<file path="config.mk">
export PLATFORM = sky130hd
export DESIGN_NAME = fir_mac_accum
export DESIGN_NICKNAME = d
export VERILOG_FILES = /design/src/rtl/fir_mac_accum.sv
export SDC_FILE = /design/constraint.sdc
export NUM_CORES = 1
export LEC_CHECK = 0
export BUFFER_PORTS_ARGS = -buffer_cell sky130_fd_sc_hd__buf_4
export CORE_ASPECT_RATIO = 1.25
export CORE_UTILIZATION = 62
export CTS_CLUSTER_SIZE = 8
export DETAILED_ROUTE_END_ITERATION = 6
export PLACE_DENSITY = 0.86
export SLEW_MARGIN = 10
export SYNTH_ARGS = -nofsm -noshare
export SYNTH_HDL_FRONTEND = slang
export SYNTH_SLANG_ARGS = --single-unit
</file>
<file path="constraint.sdc">
create_clock -name clk -period 6.9 [get_ports clk]
set_input_delay 0.345 -clock clk [delete_from_list [all_inputs] [get_ports clk]]
set_output_delay 0.345 -clock clk [all_outputs]
set_load 0.02 [all_outputs]
</file>
<file path="src/rtl/fir_mac_accum.sv">
// Sequential MAC controller around an external signed NxN multiplier: accumulates TAPS products per frame
// and emits one rounded/saturated Q(N-1) result. Define FIR_MAC_ROUND_EN for round-half-up before the shift.
module fir_mac_accum #(
   parameter int N         = 16,
   parameter int TAPS      = 32,
   parameter int GUARD     = 6,
   parameter int OUT_SHIFT = 15,
   localparam int TW       = $clog2(TAPS),
   localparam int ACC_W    = 2*N + GUARD
) (
   input  logic            clk,
   input  logic            rst_n,
   input  logic            in_valid,
   output logic            in_ready,
   input  logic [N-1:0]    in_a,
   input  logic [N-1:0]    in_b,
   output logic [N-1:0]    mult_a,
   output logic [N-1:0]    mult_b,
   input  logic [2*N-1:0]  mult_p,
   output logic            out_valid,
   input  logic            out_ready,
   output logic [N-1:0]    out_data,
   output logic            out_sat,
   output logic [TW-1:0]   tap_idx
);

   localparam logic [1:0] IDLE  = 2'd0;
   localparam logic [1:0] ACCUM = 2'd1;
   localparam logic [1:0] DRAIN = 2'd2;
   localparam logic [1:0] OUT   = 2'd3;

   localparam logic signed [ACC_W:0] SMAX = $signed({{(ACC_W-N+2){1'b0}}, {(N-1){1'b1}}});
   localparam logic signed [ACC_W:0] SMIN = ~SMAX;

   logic [1:0]              state;
   logic                    prod_vld, prod_first;
   logic signed [ACC_W-1:0] acc, acc_nxt;
   logic signed [ACC_W:0]   acc_rnd, shifted;
   logic [N-1:0]            res;
   logic                    res_sat;

   wire in_xfer  = in_valid && in_ready;
   wire last_tap = (tap_idx == TW'(TAPS-1));

   // Result is formed from the accumulator value being written this cycle, so the
   // DRAIN edge both folds in the final product and registers the output.
   always_comb begin
      acc_nxt = acc;
      if (prod_vld)
         acc_nxt = prod_first ? ACC_W'($signed(mult_p)) : acc + ACC_W'($signed(mult_p));
`ifdef FIR_MAC_ROUND_EN
      acc_rnd = {acc_nxt[ACC_W-1], acc_nxt} + ((ACC_W+1)'(1) <<< (OUT_SHIFT-1));
`else
      acc_rnd = {acc_nxt[ACC_W-1], acc_nxt};
`endif
      shifted = acc_rnd >>> OUT_SHIFT;
      res     = shifted[N-1:0];
      res_sat = 1'b0;
      if (shifted > SMAX) begin
         res     = {1'b0, {(N-1){1'b1}}};
         res_sat = 1'b1;
      end else if (shifted < SMIN) begin
         res     = {1'b1, {(N-1){1'b0}}};
         res_sat = 1'b1;
      end
   end

   always_ff @(posedge clk or negedge rst_n) begin
      if (!rst_n) begin
         state      <= IDLE;
         in_ready   <= 1'b0;
         mult_a     <= '0;
         mult_b     <= '0;
         out_valid  <= 1'b0;
         out_data   <= '0;
         out_sat    <= 1'b0;
         tap_idx    <= '0;
         acc        <= '0;
         prod_vld   <= 1'b0;
         prod_first <= 1'b0;
      end else begin
         prod_vld <= 1'b0;
         if (prod_vld) acc <= acc_nxt;
         if (in_xfer) begin
            mult_a     <= in_a;
            mult_b     <= in_b;
            prod_vld   <= 1'b1;
            prod_first <= (state == IDLE);
         end
         case (state)
            IDLE: begin
               in_ready <= 1'b1;
               if (in_xfer) begin
                  tap_idx <= TW'(1);
                  state   <= ACCUM;
               end
            end
            ACCUM: begin
               if (in_xfer) begin
                  if (last_tap) begin
                     tap_idx  <= '0;
                     in_ready <= 1'b0;
                     state    <= DRAIN;
                  end else begin
                     tap_idx <= tap_idx + TW'(1);
                  end
               end
            end
            DRAIN: begin
               out_valid <= 1'b1;
               out_data  <= res;
               out_sat   <= res_sat;
               state     <= OUT;
            end
            OUT: begin
               if (out_ready) begin
                  out_valid <= 1'b0;
                  in_ready  <= 1'b1;
                  state     <= IDLE;
               end
            end
            default: state <= IDLE;
         endcase
      end
   end

endmodule

</file>
### Yosys cells after proc, flatten, opt, wreduce, memory -nomap -nowiden

Index checks and enable logic that the tools add are counted.

* reduce and logical (&&, ||, !) cells: 9
* multiplexer cells: 22
* equal/unequal tests: 8
* $lt $le $gt $ge: 2
* $add $sub $neg: 2

Operators with widths (number)
* 2-to-1 mux 38 bit: 2
* adder 38 x 32 -> 38 bit: 1
* 2-to-1 mux 16 bit: 2
* > comparator 23 x 16 -> 1 bit, second input constant: 1
* less-than comparator 23 x 16 -> 1 bit, second input constant: 1
* 2-to-1 mux 5 bit: 3
* one-hot mux 5 bit (2 select lines): 1
* 2-to-1 mux 2 bit: 4
* inequality test 2 bit, second input constant: 4
* one-hot mux 2 bit (4 select lines): 1
* AND reduction 4 bit: 2
* 2-to-1 mux 1 bit: 7
* adder 5 x 1 -> 5 bit, second input constant: 1
* == test 5 bit, second input constant: 1
* == test 2 bit, second input constant: 2
* nonzero test 2 bit: 2
* one-hot mux 1 bit (3 select lines): 1
* AND reduction 3 bit: 1
* nonzero test 3 bit: 1
* == test 2 x 1 -> 1 bit, second input constant: 1
* zero test 2 bit: 1
* one-hot mux 1 bit (2 select lines): 1
* AND reduction 2 bit: 1
* logical AND 1 bit: 1

* word-level logic and storage cells: 54
* register bits after elaboration: 98
* bits of input ports: 68
* output and inout port bits: 56

### Depth between registers and ports, before layout

* depth after elaboration: 6
* mapped depth: 13
* mapped depth without buffers: 12

### Worst setup path after synthesis

OpenSTA, ideal clock, no wires.

* path type: input-to-reg
* start point: input mult_p[0]
* end point: register out_data[10]
* cell stages on the path: 13
* arrival time: 3.331 ns
* setup slack: 3.438 ns
* path buffers: 1
* setup time: 0.131 ns
* required time: 6.769 ns
* cell sequence: ha_1 inv_1 fa_1 nand2b_1 a21oi_1 o211ai_2 a311oi_2 mux2i_1 or2_1 or4_4 o41ai_4 buf_6 a21oi_2

* longest elaborated chain between the ends: 6
* elaborated cells on any way between the ends: 7
* those cells by class: add/sub (1); order compare (2); mux (4)

Ends and longest elaborated chain
* start: declaration: RTL line 19 `input logic [2*N-1:0] mult_p,`
* adder 38 x 32 -> 38 bit *: RTL line 50 `acc_nxt = prod_first ? ACC_W'($signed(mult_p)) : acc + ACC_W'($signed(mult_p));`
* 2-to-1 mux 38 bit *: RTL line 50
* 2-to-1 mux 38 bit *: RTL line 49 `if (prod_vld)`
* less-than comparator 23 x 16 -> 1 bit: RTL line 62 `end else if (shifted < SMIN) begin`
* 2-to-1 mux 16 bit: RTL line 62
* 2-to-1 mux 16 bit *: RTL line 59 `if (shifted > SMAX) begin`
* end signal: assignment: RTL line 111 `out_data <= res;`
* end: declaration: RTL line 22 `output logic [N-1:0] out_data,`

Every way passes the cells marked *; elsewhere a longest branch is shown, timed or not.
A chain may end at the register's enable or synchronous reset.

### Worst setup path after layout

* start point: register acc[0]
* end point: register out_data[9]

* longest elaborated chain between the ends: 6
* elaborated cells on any way between the ends: 7
* those cells by class: add/sub (1); order compare (2); mux (4)

Ends and longest elaborated chain
* start: declaration: RTL line 37 `logic signed [ACC_W-1:0] acc, acc_nxt;`
* start signal: assignment: RTL line 83 `if (prod_vld) acc <= acc_nxt;`
* adder 38 x 32 -> 38 bit *: RTL line 50
* 2-to-1 mux 38 bit *: RTL line 50
* 2-to-1 mux 38 bit *: RTL line 49
* less-than comparator 23 x 16 -> 1 bit: RTL line 62
* 2-to-1 mux 16 bit: RTL line 62
* 2-to-1 mux 16 bit *: RTL line 59

Marks and branches as above.

==> metrics.md <==
| Metric | Value |
|---|---|
| Area leader, netlist | dfrtp_1 |
| Clock transition at path regs | 0.07 ns |
| CTS sink count | 98 |
| Post-Layout Cell Count | between 1000 and 1500 |
| Final min period | 4.56 ns |
| Cts hold-fix bufs | 1 |
| Fmax | 219 MHz |
| Status | finished clean |
| Total die area | between 0.01 and 0.015 sq mm |
| Routed Antenna Nets | 0 |
| Inserted Clock Buffers | 9 |
| Row Count | 42 |
| Syn Area/Cell | around 8.1 sq um |
| H-tree depth | 3 |
| Final hold viol count | 0 |
| Peak fanout along the critical path | 16 |
| I/O Pins | around 120 |
| Layout Skew | between 0.01 and 0.015 ns |
| CP startpoint kind | flip-flop |
| DIE HEIGHT | 120 um |
| Async SR Flop Fraction | 100% |
| Dpl ws | roughly 2.3 ns |
| WS Path Type | flip-flop to flip-flop |
| Port Buf Inserts | ~120 |
| Via count | ~7000 |
| Final hold slack | roughly 0.18 ns |
| Post-route setup slack | 2.34 ns |
| Finished Cell Area | roughly 0.0082 sq mm |
| Number of synthesized flops with an enable pin | 0 |
| DP Area | 0.00788 sq mm |
| Clk Tree Root Cell | clkbuf_16 |
| Setup TNS | 0 ns |
| Routed Wire Length | 20.3 mm |
| Worst vdd ir | between 200 and 300 uV |
| Skew-Pair Late Insertion Delay | 0.36 ns |
| Crit end category | flip-flop |
| Avg WL per Cell | approximately 19 um |
| Crit share post-route | about 66% |
| Starting DRT DRC Count | approximately 640 |
| R2R Path Start | acc[0]$_DFFE_PN0P_ |
| Leakage | approximately 3.8 nW |
| Commonest cells after routing, fill and taps aside | nand2_1, buf_4, dfrtp_1 |
| Top area cells in the synthesized netlist | dfrtp_1, nand2_1, ha_1, a21oi_1, nor2_1 |
| Syn Std Cell Area | 0.00690 sq mm |
| Seq/Total Area, Yosys | between 30% and 40% |
| Mapped Nets | between 900 and 1000 |
| Power Density | roughly 450 mW/mm^2 |
| CP Launch Point | acc[0]$_DFFE_PN0P_ |
| Required time of the worst setup path | 7.07 ns |
| Gpl congestion | slightly below 1 |
| CTS tree | done |
| # placed instances | between 1000 and 1500 |
| Worst min path class | input port to flip-flop |
| Cts repair resizes | 0 |
| Most common cell after layout, fill and taps aside | nand2_1 |
| Count of final max-slew check failures | 0 |
| Starting Density | roughly 64% |
| Vias/cell | approximately 6.5 |
| Via count of the first global-routing pass | 6968 |
| Worst-margin pin slew | approximately 1.2 ns |
| Largest net degree at the start of global routing | 83 |
| Max-cap violations | 0 |
| Initial antenna violation count | 0 |
| Drt pass-1 iters | 5 |
| Die width | roughly 96 um |
| Ys flop type | dfrtp_1 |
| Max Buffers Root-to-Sink | 2 |
| Antenna fix cells | 0 |
| Yosys top cell area share | 35.5% |
| Synth cell types | 73 |
| Fill cells | roughly 760 |
| First-pass GRT wire length | about 32 mm |
| Overflow after GRT | 0 |
| Setup violators final | 0 |
| Core ar. | between 0.01 and 0.015 sq mm |
| Synth Instances | around 860 |
| GRT Util Overall | 36.2% |
| Count of state elements after synthesis | between 90 and 100 |
| Area growth, synth to finish | 18.3% |
| Hold path start | in_b[8] |
| Final #Nets | around 1100 |
| DRC | 0 |
| CP arrival | 4.73 ns |
| Ratio of cells with drive above 1 in the final layout | between 10% and 20% |
| Synth warn | 0 |
| Slew headroom | roughly a fifth |
| Post-DP HPWL | approximately 15 mm |
| Post-CTS Setup Inserts | 0 |
| RSZ-0062 raised after global routing | false |
==> where the power goes <==
group | internal (mW) | switching [mW] | total [mW]
Combinational | 0.844 | 1.45 | 2.29
Clock | 0.247 | 0.235 | 0.482
Sequential | 0.766 | 0.130 | 0.896
==> layer usage <==
| metal | global-route usage [%] | share of wire (%) | routed length, um |
|---|---|---|---|
| met5 | 0 | 0 | 0 |
| met4 | 16.6 | 4.1 | 827 |
| met3 | 9.13 | 8.1 | 1660 |
| met2 | 62.5 | 50 | 10100 |
| met1 | 41.1 | 38 | 7750 |
==> state kept, by name (all words and copies together) (netlist names), 2 cells and up <==
register  cells
acc          38
mult_a       16
mult_b       16
out_data     16
tap_idx       5
state         2
==> cells in the mapped netlist (4+ instances only) <==
cell type	n
a21o_1	16
nor2_1	82
o21a_1	15
a21oi_1	75
and3_1	7
dfrtp_1	98
mux2i_1	8
a21oi_2	11
nor3_1	12
o211ai_1	10
nand3_1	10
a31oi_1	20
buf_1	4
ha_1	43
inv_1	27
nor2b_1	19
xnor2_1	6
or3_1	9
nand2b_1	7
buf_2	7
a211oi_1	5
o21ai_0	46
o311ai_0	5
o21bai_1	4
nand4_1	13
clkbuf_1	24
a311oi_1	17
xor2_1	12
nand2_1	179
==> logic make-up (layout without fill, tap and decap cells) <==
group / Yosys count / in the layout / synth area share (%)
flip-flops: 98 / 98 / 35.5
adder cells (fa/ha/maj): 44 / 44 / 8.09
XOR/XNOR: 18 / 18 / 2.29
AND/OR/NAND/NOR: 352 / 352 / 22.4
AO/OA/AOI/OAI: 270 / 270 / 26.7
buffers and inverters: 65 / 173 / 3.81
multiplexers: 8 / 8 / 1.16
==> worst max-delay path, cell delays in order (launching register included) <==
cell      delay (ns)
dfrtp_1         0.35
ha_1            0.19
inv_1           0.06
fa_1            0.41
nand2b_1        0.19
a21oi_1         0.43
o211ai_2        0.19
a311oi_2        0.36
mux2i_1         0.15
or2_1           0.26
or4_4           0.58
o41ai_4         0.95
a311oi_1        0.25
==> metrics by stage <==
| step | util [%] | total power, mW |
|---|---|---|
| 3_3_place_gp | 73.5 | 3.04 |
| 6_report | 76.1 | 3.67 |
| 3_5_place_dp | 73.5 | 3.12 |
| 4_1_cts | 76.1 | 3.62 |
| 2_1_floorplan | - | 2.53 |
| 5_1_grt | 76.1 | 3.92 |
==> final timing paths <==
kind | to | slack (ns) | cells past startpoint
min | mult_b[8]$_DFFE_PN0P_ | 0.18 | 3
max in group asynchronous | prod_vld$_DFF_PN0_ | 5.21 | 3
min in group asynchronous | acc[3]$_DFFE_PN0P_ | 0.39 | 2
min reg2reg | mult_a[7]$_DFFE_PN0P_ | 0.48 | 2
max | out_data[9]$_DFFE_PN0P_ | 2.34 | 12
max reg2reg | out_data[9]$_DFFE_PN0P_ | 2.34 | 12
==> area by class of cell <==
type | count | area (sq um) | area share (%)
Clock buffer | 11 | 233 | 2.85
Clock inverter | 5 | 37.5 | 0.460
Inverter | 27 | 101 | 1.24
Multi-Input combinational cell | 692 | 4190 | 51.4
Sequential cell | 98 | 2450 | 30.1
Tap cell | 132 | 165 | 2.02
Timing Repair Buffer | 130 | 978 | 12.0
No activity file was read; power rests on OpenSTA's default activity.
